**src/rtl/log2_seq_pkg.sv**
```systemverilog
// Shared types and default sizing for the floor(log2) request sequencer.
package log2_seq_pkg;

  localparam int unsigned DATA_W_DEF  = 8;
  localparam int unsigned DEPTH_DEF   = 4;
  localparam int unsigned TIMEOUT_DEF = 15;

  typedef enum logic [1:0] {S_IDLE, S_ISSUE, S_WAIT, S_OUT} seq_state_t;

endpackage

```
**src/rtl/sync_fifo.sv**
```systemverilog
// Single-clock FIFO with a combinational head output; DEPTH must be a power of 2.
module sync_fifo #(
  parameter int unsigned W     = 8,
  parameter int unsigned DEPTH = 4
) (
  input  logic                     clk,
  input  logic                     reset,
  input  logic                     push,
  input  logic                     pop,
  input  logic [W-1:0]             din,
  output logic [W-1:0]             dout,
  output logic                     full,
  output logic                     empty,
  output logic [$clog2(DEPTH):0]   count
);

  localparam int unsigned AW = $clog2(DEPTH);
  localparam int unsigned CW = AW + 1;

  logic [W-1:0]  mem_q [DEPTH];
  logic [AW-1:0] wr_ptr_q, rd_ptr_q;
  logic [CW-1:0] count_q;
  logic          do_push, do_pop;

  // A full FIFO refuses pushes even when a pop frees a slot in the same cycle.
  assign do_push = push && !full;
  assign do_pop  = pop && !empty;

  always_ff @(posedge clk) begin
    if (reset) begin
      wr_ptr_q <= '0;
      rd_ptr_q <= '0;
      count_q  <= '0;
    end else begin
      if (do_push) wr_ptr_q <= wr_ptr_q + AW'(1);
      if (do_pop)  rd_ptr_q <= rd_ptr_q + AW'(1);
      case ({do_push, do_pop})
        2'b10:   count_q <= count_q + CW'(1);
        2'b01:   count_q <= count_q - CW'(1);
        default: count_q <= count_q;
      endcase
    end
  end

  always_ff @(posedge clk) begin
    if (do_push) mem_q[wr_ptr_q] <= din;
  end

  assign dout  = mem_q[rd_ptr_q];
  assign full  = (count_q == CW'(DEPTH));
  assign empty = (count_q == '0);
  assign count = count_q;

endmodule

```
**src/rtl/log2_req_sequencer.sv**
```systemverilog
// Feeds buffered N values to the floor(log2) core one at a time and returns {N, R}
// on a valid/ready stream, with a watchdog so a silent core cannot stall the pipe.
module log2_req_sequencer import log2_seq_pkg::*; #(
  parameter int unsigned DATA_W  = DATA_W_DEF,
  parameter int unsigned DEPTH   = DEPTH_DEF,
  parameter int unsigned TIMEOUT = TIMEOUT_DEF
) (
  input  logic                     clk,
  input  logic                     reset,
  input  logic                     in_valid,
  input  logic [DATA_W-1:0]        in_data,
  output logic                     in_ready,
  output logic                     out_valid,
  output logic [DATA_W-1:0]        out_N,
  output logic [DATA_W-1:0]        out_R,
  output logic                     out_zero,
  output logic                     out_err,
  input  logic                     out_ready,
  output logic                     core_start,
  output logic [DATA_W-1:0]        core_N,
  input  logic                     core_done,
  input  logic [DATA_W-1:0]        core_R,
  output logic                     busy,
  output logic [$clog2(DEPTH):0]   fifo_count
);

  localparam int unsigned TMR_W = $clog2(TIMEOUT) + 1;
  localparam logic [TMR_W-1:0] TMR_LAST = TMR_W'(TIMEOUT - 1);

  seq_state_t        state_q, state_d;
  logic [DATA_W-1:0] cur_n_q, cur_n_d;
  logic [DATA_W-1:0] res_n_q, res_n_d;
  logic [DATA_W-1:0] res_r_q, res_r_d;
  logic              res_zero_q, res_zero_d;
  logic              res_err_q, res_err_d;
  logic [TMR_W-1:0]  timer_q, timer_d;

  logic              fifo_push, fifo_pop, fifo_full, fifo_empty;
  logic [DATA_W-1:0] fifo_dout;

  assign fifo_push = in_valid && !fifo_full;
  assign fifo_pop  = (state_q == S_IDLE) && !fifo_empty;

  sync_fifo #(
    .W     (DATA_W),
    .DEPTH (DEPTH)
  ) u_fifo (
    .clk   (clk),
    .reset (reset),
    .push  (fifo_push),
    .pop   (fifo_pop),
    .din   (in_data),
    .dout  (fifo_dout),
    .full  (fifo_full),
    .empty (fifo_empty),
    .count (fifo_count)
  );

  always_comb begin
    state_d    = state_q;
    cur_n_d    = cur_n_q;
    res_n_d    = res_n_q;
    res_r_d    = res_r_q;
    res_zero_d = res_zero_q;
    res_err_d  = res_err_q;
    timer_d    = timer_q;
    unique case (state_q)
      S_IDLE: begin
        if (!fifo_empty) begin
          cur_n_d = fifo_dout;
          state_d = S_ISSUE;
        end
      end
      S_ISSUE: begin
        timer_d = '0;
        state_d = S_WAIT;
      end
      S_WAIT: begin
        if (timer_q != TMR_LAST) timer_d = timer_q + TMR_W'(1);
        if (core_done) begin
          res_n_d    = cur_n_q;
          res_r_d    = core_R;
          res_zero_d = (cur_n_q == '0);
          res_err_d  = 1'b0;
          state_d    = S_OUT;
        end else if (timer_q == TMR_LAST) begin
          res_n_d    = cur_n_q;
          res_r_d    = '0;
          res_zero_d = (cur_n_q == '0);
          res_err_d  = 1'b1;
          state_d    = S_OUT;
        end
      end
      S_OUT: begin
        if (out_ready) state_d = S_IDLE;
      end
      default: state_d = S_IDLE;
    endcase
  end

  always_ff @(posedge clk) begin
    if (reset) begin
      state_q    <= S_IDLE;
      cur_n_q    <= '0;
      res_n_q    <= '0;
      res_r_q    <= '0;
      res_zero_q <= 1'b0;
      res_err_q  <= 1'b0;
      timer_q    <= '0;
    end else begin
      state_q    <= state_d;
      cur_n_q    <= cur_n_d;
      res_n_q    <= res_n_d;
      res_r_q    <= res_r_d;
      res_zero_q <= res_zero_d;
      res_err_q  <= res_err_d;
      timer_q    <= timer_d;
    end
  end

  assign in_ready   = !fifo_full;
  assign out_valid  = (state_q == S_OUT);
  assign out_N      = res_n_q;
  assign out_R      = res_r_q;
  assign out_zero   = res_zero_q;
  assign out_err    = res_err_q;
  assign core_start = (state_q == S_ISSUE);
  assign core_N     = cur_n_q;
  assign busy       = (state_q != S_IDLE);

endmodule

```
**config.mk**
```make
export PLATFORM = sky130hd
export DESIGN_NAME = log2_req_sequencer
export DESIGN_NICKNAME = d
export VERILOG_FILES = /design/src/rtl/log2_seq_pkg.sv /design/src/rtl/sync_fifo.sv /design/src/rtl/log2_req_sequencer.sv
export SDC_FILE = /design/constraint.sdc
export NUM_CORES = 1
export LEC_CHECK = 0
export ABC_AREA = 1
export CAP_MARGIN = 40
export CORE_UTILIZATION = 52
export DETAILED_ROUTE_END_ITERATION = 8
export HOLD_SLACK_MARGIN = 0.1
export PLACE_DENSITY_LB_ADDON = 0.12
export SYNTH_ARGS = -nofsm -noshare
export SYNTH_HDL_FRONTEND = slang
export SYNTH_HIERARCHICAL = 1
export SYNTH_SLANG_ARGS = --single-unit
```
**constraint.sdc**
```tcl
create_clock -name clk -period 2.63 [get_ports clk]
set_clock_uncertainty 0.2 [all_clocks]
set_input_delay 0.263 -clock clk [delete_from_list [all_inputs] [get_ports clk]]
set_output_delay 0.263 -clock clk [all_outputs]
set_load 0.01 [all_outputs]
```
After elaboration in Yosys (flattened, before gate mapping)
Memories as Yosys holds them, arrays and structs flattened. A register that Yosys moved wholly into a read port is not among the register bits.
Cells that the tools add are included.

word-level totals
  ROM bits = 0
  input bits = 21
  bits in latches = 0
  word-level logic and storage cells = 63
  RAM bits = 32
  flip-flop bits (word level) = 32
  output and inout bits = 33
  memories = 1

operators by class
  reduce and logical (&&, ||, !) cells = 17
  $lt $le $gt $ge = 0
  shift-type cells = 0
  eq/ne operators = 12
  divide/modulo/power cells = 0
  add/sub/neg operators = 5
  mux-type cells = 18
  $mul = 0
  bitwise operators = 1

memories
  name          depth  width  rd ports  clocked after Yosys merged registers in  wr ports  line             source
  u_fifo.mem_q  4      8      1         1                                        1         sync_fifo.sv:20  logic [W-1:0] mem_q [DEPTH];

operators with widths
  kind                                                    count
  2-to-1 mux 8 bit                                        4
  one-hot mux 5 bit (2 select lines)                      1
  zero test 8 bit                                         1
  2-to-1 mux 2 bit                                        4
  one-hot mux 2 bit (4 select lines)                      1
  nonzero test 2 bit                                      4
  equality test 2 bit (second input constant)             3
  2-to-1 mux 1 bit                                        6
  one-hot mux 3 bit (2 select lines)                      1
  AND reduction 2 bit                                     3
  adder 5 x 1 -> 5 bit (second input constant)            1
  equality test 5 x 4 -> 1 bit (second input constant)    1
  2-to-1 mux 5 bit                                        1
  inequality test 5 x 4 -> 1 bit (second input constant)  1
  adder 2 x 1 -> 2 bit (second input constant)            2
  equality test 2 x 1 -> 1 bit (second input constant)    2
  logical AND 1 bit                                       4
  inequality test 2 bit (second input constant)           2
  adder 3 x 1 -> 3 bit (second input constant)            1
  equality test 3 bit (second input constant)             1
  zero test 3 bit                                         1
  inequality test 3 bit (second input constant)           1
  AND reduction 3 bit                                     1
  subtractor 3 x 1 -> 3 bit (second input constant)       1
  4 further kinds                                         5

Longest topological paths before layout
  word-level depth = 6
  mapped depth = 15
  gate-level depth less buffers = 15

Cells and area by module
The synthesis kept the hierarchy.

by module, submodules not included
  module              area each (sq um)  sequential area each (sq um)  instances  cells an instance
  sync_fifo           1,691.6            1,141.1                       1          146
  log2_req_sequencer  1,433.9            660.6                         1          191

Least setup slack after synthesis
No wires, ideal clock.

  kind = register to register
  from = register state_q[0]
  to = register u_fifo.count_q[2] (netlist: u_fifo/count[2])
  cell stages (with the launch flop) = 16
  slack = 0.391 ns
  library setup time = 0.113 ns
  data arrival time = 1.926 ns
  buffers on the path = 0
  required time = 2.317 ns
  period minus slack after synthesis = 2.239 ns
  cell sequence = dfxtp_1 -> inv_1 -> ha_1 -> inv_1 -> nor2_2 -> nand2_1 -> inv_1 -> ha_1 -> inv_1 -> fa_1 -> inv_1 -> nand2_1 -> nand3_1 -> nand2_1 -> nand2_1 -> nor2_1

between the ends
  cells in the longest elaborated chain, start to end = 5
  elaborated cells between the ends (all ways) = 7
  those cells by class = 2 x eq/ne; 1 x mux; 4 x reduce/logical

ends and longest elaborated chain
  what                                                                             line                       source
  start, declared                                                                  log2_req_sequencer.sv:30   seq_state_t state_q, state_d;
  start signal, assigned                                                           log2_req_sequencer.sv:111  state_q <= state_d;
  zero test 2 bit *                                                                log2_req_sequencer.sv:42   assign fifo_pop = (state_q == S_IDLE) && !fifo_empty;
  logical AND 1 bit *                                                              log2_req_sequencer.sv:42
  net fifo_pop                                                                     log2_req_sequencer.sv:38   logic fifo_push, fifo_pop, fifo_full, fifo_empty;
  logical AND 1 bit *                                                              sync_fifo.sv:27            assign do_pop = pop && !empty;
  net u_fifo.do_pop                                                                sync_fifo.sv:23            logic do_push, do_pop;
  equality test 2 x 1 -> 1 bit / equality test 2 bit (equally long branches)       sync_fifo.sv:37            case ({do_push, do_pop})
  one-hot mux 3 bit (2 select lines) / nonzero test 2 bit (equally long branches)  n/a
  end signal, assigned                                                             sync_fifo.sv:38            2'b10: count_q <= count_q + CW'(1);
  end signal, assigned                                                             sync_fifo.sv:39            2'b01: count_q <= count_q - CW'(1);
  end signal, assigned                                                             sync_fifo.sv:40            default: count_q <= count_q;
  end, declared                                                                    sync_fifo.sv:22            logic [CW-1:0] count_q;

The timed path passes the listed nets; every way through them passes the cells marked *.
A chain may end at the register's enable or synchronous reset.

Worst setup path in the final report
Same ends and word-level chain as after synthesis.

==> results.sh <==
export IMPL_outcome="complete, no violations"
export IMPL_clockBufferDepth=2
export IMPL_powerDensity_nw_per_um2=967
export IMPL_path_class="register to register"
export IMPL_worstSetupEndpointType="register"
export IMPL_seq_area_frac_synth_pct=57.6
export IMPL_layout_common_cells="nor2_1, clkdlybuf4s50_1, nand2_1"
export IMPL_tightest_slew_ps=560
export IMPL_worstPathArrival_ps=2270
export IMPL_ant_nets=0
export IMPL_finalHoldViolations=0
export IMPL_final_common_cell="nor2_1"
export IMPL_synth_area_top_cells="edfxtp_1, dfxtp_1, nor2_1"
export IMPL_slew_headroom_pct=62.6
export IMPL_wl_um=6160
export IMPL_die_width_um=79.5
export IMPL_post_cts_buffers=0
export IMPL_fin_crit_ps=2240
export IMPL_post_cts_resized=0
export IMPL_syn_num_nets=371
export IMPL_gp_congestion=0.820
export IMPL_drc=0
export IMPL_max_freq_mhz=447
export IMPL_antenna_found_initial=0
export IMPL_port_buffers=53
export IMPL_synthToLayoutAreaGrowth_pct=26.4
export IMPL_grt_pass1_vias=2188
export IMPL_total_power_mw=3.82
export IMPL_syn_inst=337
export IMPL_setup_violations=0
export IMPL_htreeDepth=3
export IMPL_drv_slew=0
export IMPL_cts_root_buf="clkbuf_8"
export IMPL_rsz0062_at_grt="no"
export IMPL_ios=54
export IMPL_wire_per_inst_um=12.9
export IMPL_synth_distinct_cells=26
export IMPL_required_ps=2660
export IMPL_place_hpwl_um=4340
export IMPL_synth_top_area_share_pct=30.7
export IMPL_period_share_pct=85.1
export IMPL_overflow=0
export IMPL_core_um2=5640
export IMPL_dr_pass1_iters=4
export IMPL_maxCapViolCount=0
export IMPL_vdd_drop_max_mv=0.532
export IMPL_yosys_warnings=6
export IMPL_synth_area_um2=3130
export IMPL_grt_pass1_wl_um=9970
export IMPL_fill_cells=418
export IMPL_fp_dieH_um=79.5
export IMPL_via_per_inst=5.00
export IMPL_grt_max_degree=22
export IMPL_synth_flop_cell="dfxtp_1"
export IMPL_fin_setup_tns_ps=0
export IMPL_yosysTopAreaCell="edfxtp_1"
export IMPL_cts_tree="yes"
export IMPL_clock_latency_ps=330
export IMPL_cts_made_buffers=9
export IMPL_cts_sinks=74
export IMPL_n_antenna_cell=0
export IMPL_rows=27
export IMPL_initial_utilization_pct=55.4
export IMPL_hold_ws_ps=263
export IMPL_worstPathMaxFanout=4
export IMPL_die_area_um2=6320
export IMPL_syn_avg_cell_area_um2=9.27
export IMPL_hold_path_class="register to register"
export IMPL_drtIter0Drc=157
export IMPL_critPathLaunchType="register"
export IMPL_layout_drive_gt1_share_pct=10.1
export IMPL_ys_ff_latch=74
export IMPL_async_flop_share_pct=0
export IMPL_track_usage_pct=20.9
export IMPL_clk_pin_slew_ps=80
export IMPL_final_nets=435
export IMPL_power_leakage_nw=1.58
export IMPL_vias=2389
export IMPL_synth_edf_count=32
export IMPL_ctsHoldBuffers=0
critical path, stage by stage (launching register included):
cell and delay [ps]:
dfxtp_1 340, inv_1 120, ha_1 190, inv_1 60, nor2_2 100, nand2_1 90
inv_1 90, ha_1 170, inv_1 70, fa_1 390, inv_1 70, nand2_1 40
nand3_1 80, nand2_1 50, nand2_1 50, nor2_1 40
per-stage QoR:
| step | cell area (µm²) | setup WS (ps) | utilization, % | cells |
|---|---|---|---|---|
| 3_3_place_gp | 3750 | 444 | 66.4 | 462 |
| 2_1_floorplan | 3130 | 391 | - | 337 |
| 6_report | 3950 | 393 | 70.0 | 478 |
| 4_1_cts | 3950 | 423 | 70.0 | 478 |
| 5_1_grt | 3950 | 241 | 70.0 | 478 |
| 3_5_place_dp | 3750 | 390 | 66.4 | 462 |
power by group:
part / leakage, nW / internal, mW / switching, mW
clock: 0.101 / 0.445 / 0.427
sequential: 0.637 / 1.42 / 0.150
combinational: 0.844 / 0.593 / 0.781
total: 1.58 / 2.46 / 1.36
Yosys cell counts (3+ instances only):
| master | n |
|---|---|
| nor2_1 | 71 |
| o21ai_2 | 5 |
| nor2_2 | 3 |
| nand2_4 | 5 |
| o22ai_1 | 8 |
| nand3_1 | 11 |
| o21ai_0 | 28 |
| buf_6 | 3 |
| ha_1 | 12 |
| inv_1 | 34 |
| edfxtp_1 | 32 |
| a21oi_1 | 21 |
| nand2_1 | 45 |
| dfxtp_1 | 42 |
| clkbuf_1 | 3 |
cell type report:
type	instances	area, µm²	area share, %
clock buffer	9	124	3.14
clock inverter	7	77.6	1.96
inverter	37	141	3.58
multi-input combinational	219	1130	28.7
sequential	74	1800	45.6
tap	72	90.1	2.28
timing repair buffer	60	583	14.8
flip-flops by register name, indices dropped and copies added, names as in the netlist, 3 cells and up, named ones only:
name / cells
core_N: 8
u_fifo/mem_q: 32
timer_q: 5
out_R: 8
out_N: 8
u_fifo/count: 3
logic make-up (layout without fill, tap and decap cells):
kind of cell | Yosys count | count (layout) | synth area share [%]
simple gates | 142 | 142 | 19.5
compound gates | 64 | 64 | 11.2
buf+inv | 44 | 113 | 6.12
fa+ha+maj | 13 | 13 | 5.44
flops | 74 | 74 | 57.6
worst paths after layout:
| path | from | endpoint | slack [ps] | cells after the start |
|---|---|---|---|---|
| hold reg to reg | out_R[0] | out_R[0] | 260 | 2 |
| setup / recovery | state_q[0] | u_fifo/count[2] | 390 | 15 |
| setup reg to reg | state_q[0] | u_fifo/count[2] | 390 | 15 |
| hold / removal | out_R[0] | out_R[0] | 260 | 2 |
metal layers:
layer	track usage (%)	vias up	part of all wire, %
met5	0	-	0
met4	8.55	0	1.5
met3	5.49	13	4.5
met2	34.1	63	49
met1	26.1	1079	45
li1	-	1234	-
Note: power is estimated with default switching activity, not from simulation.
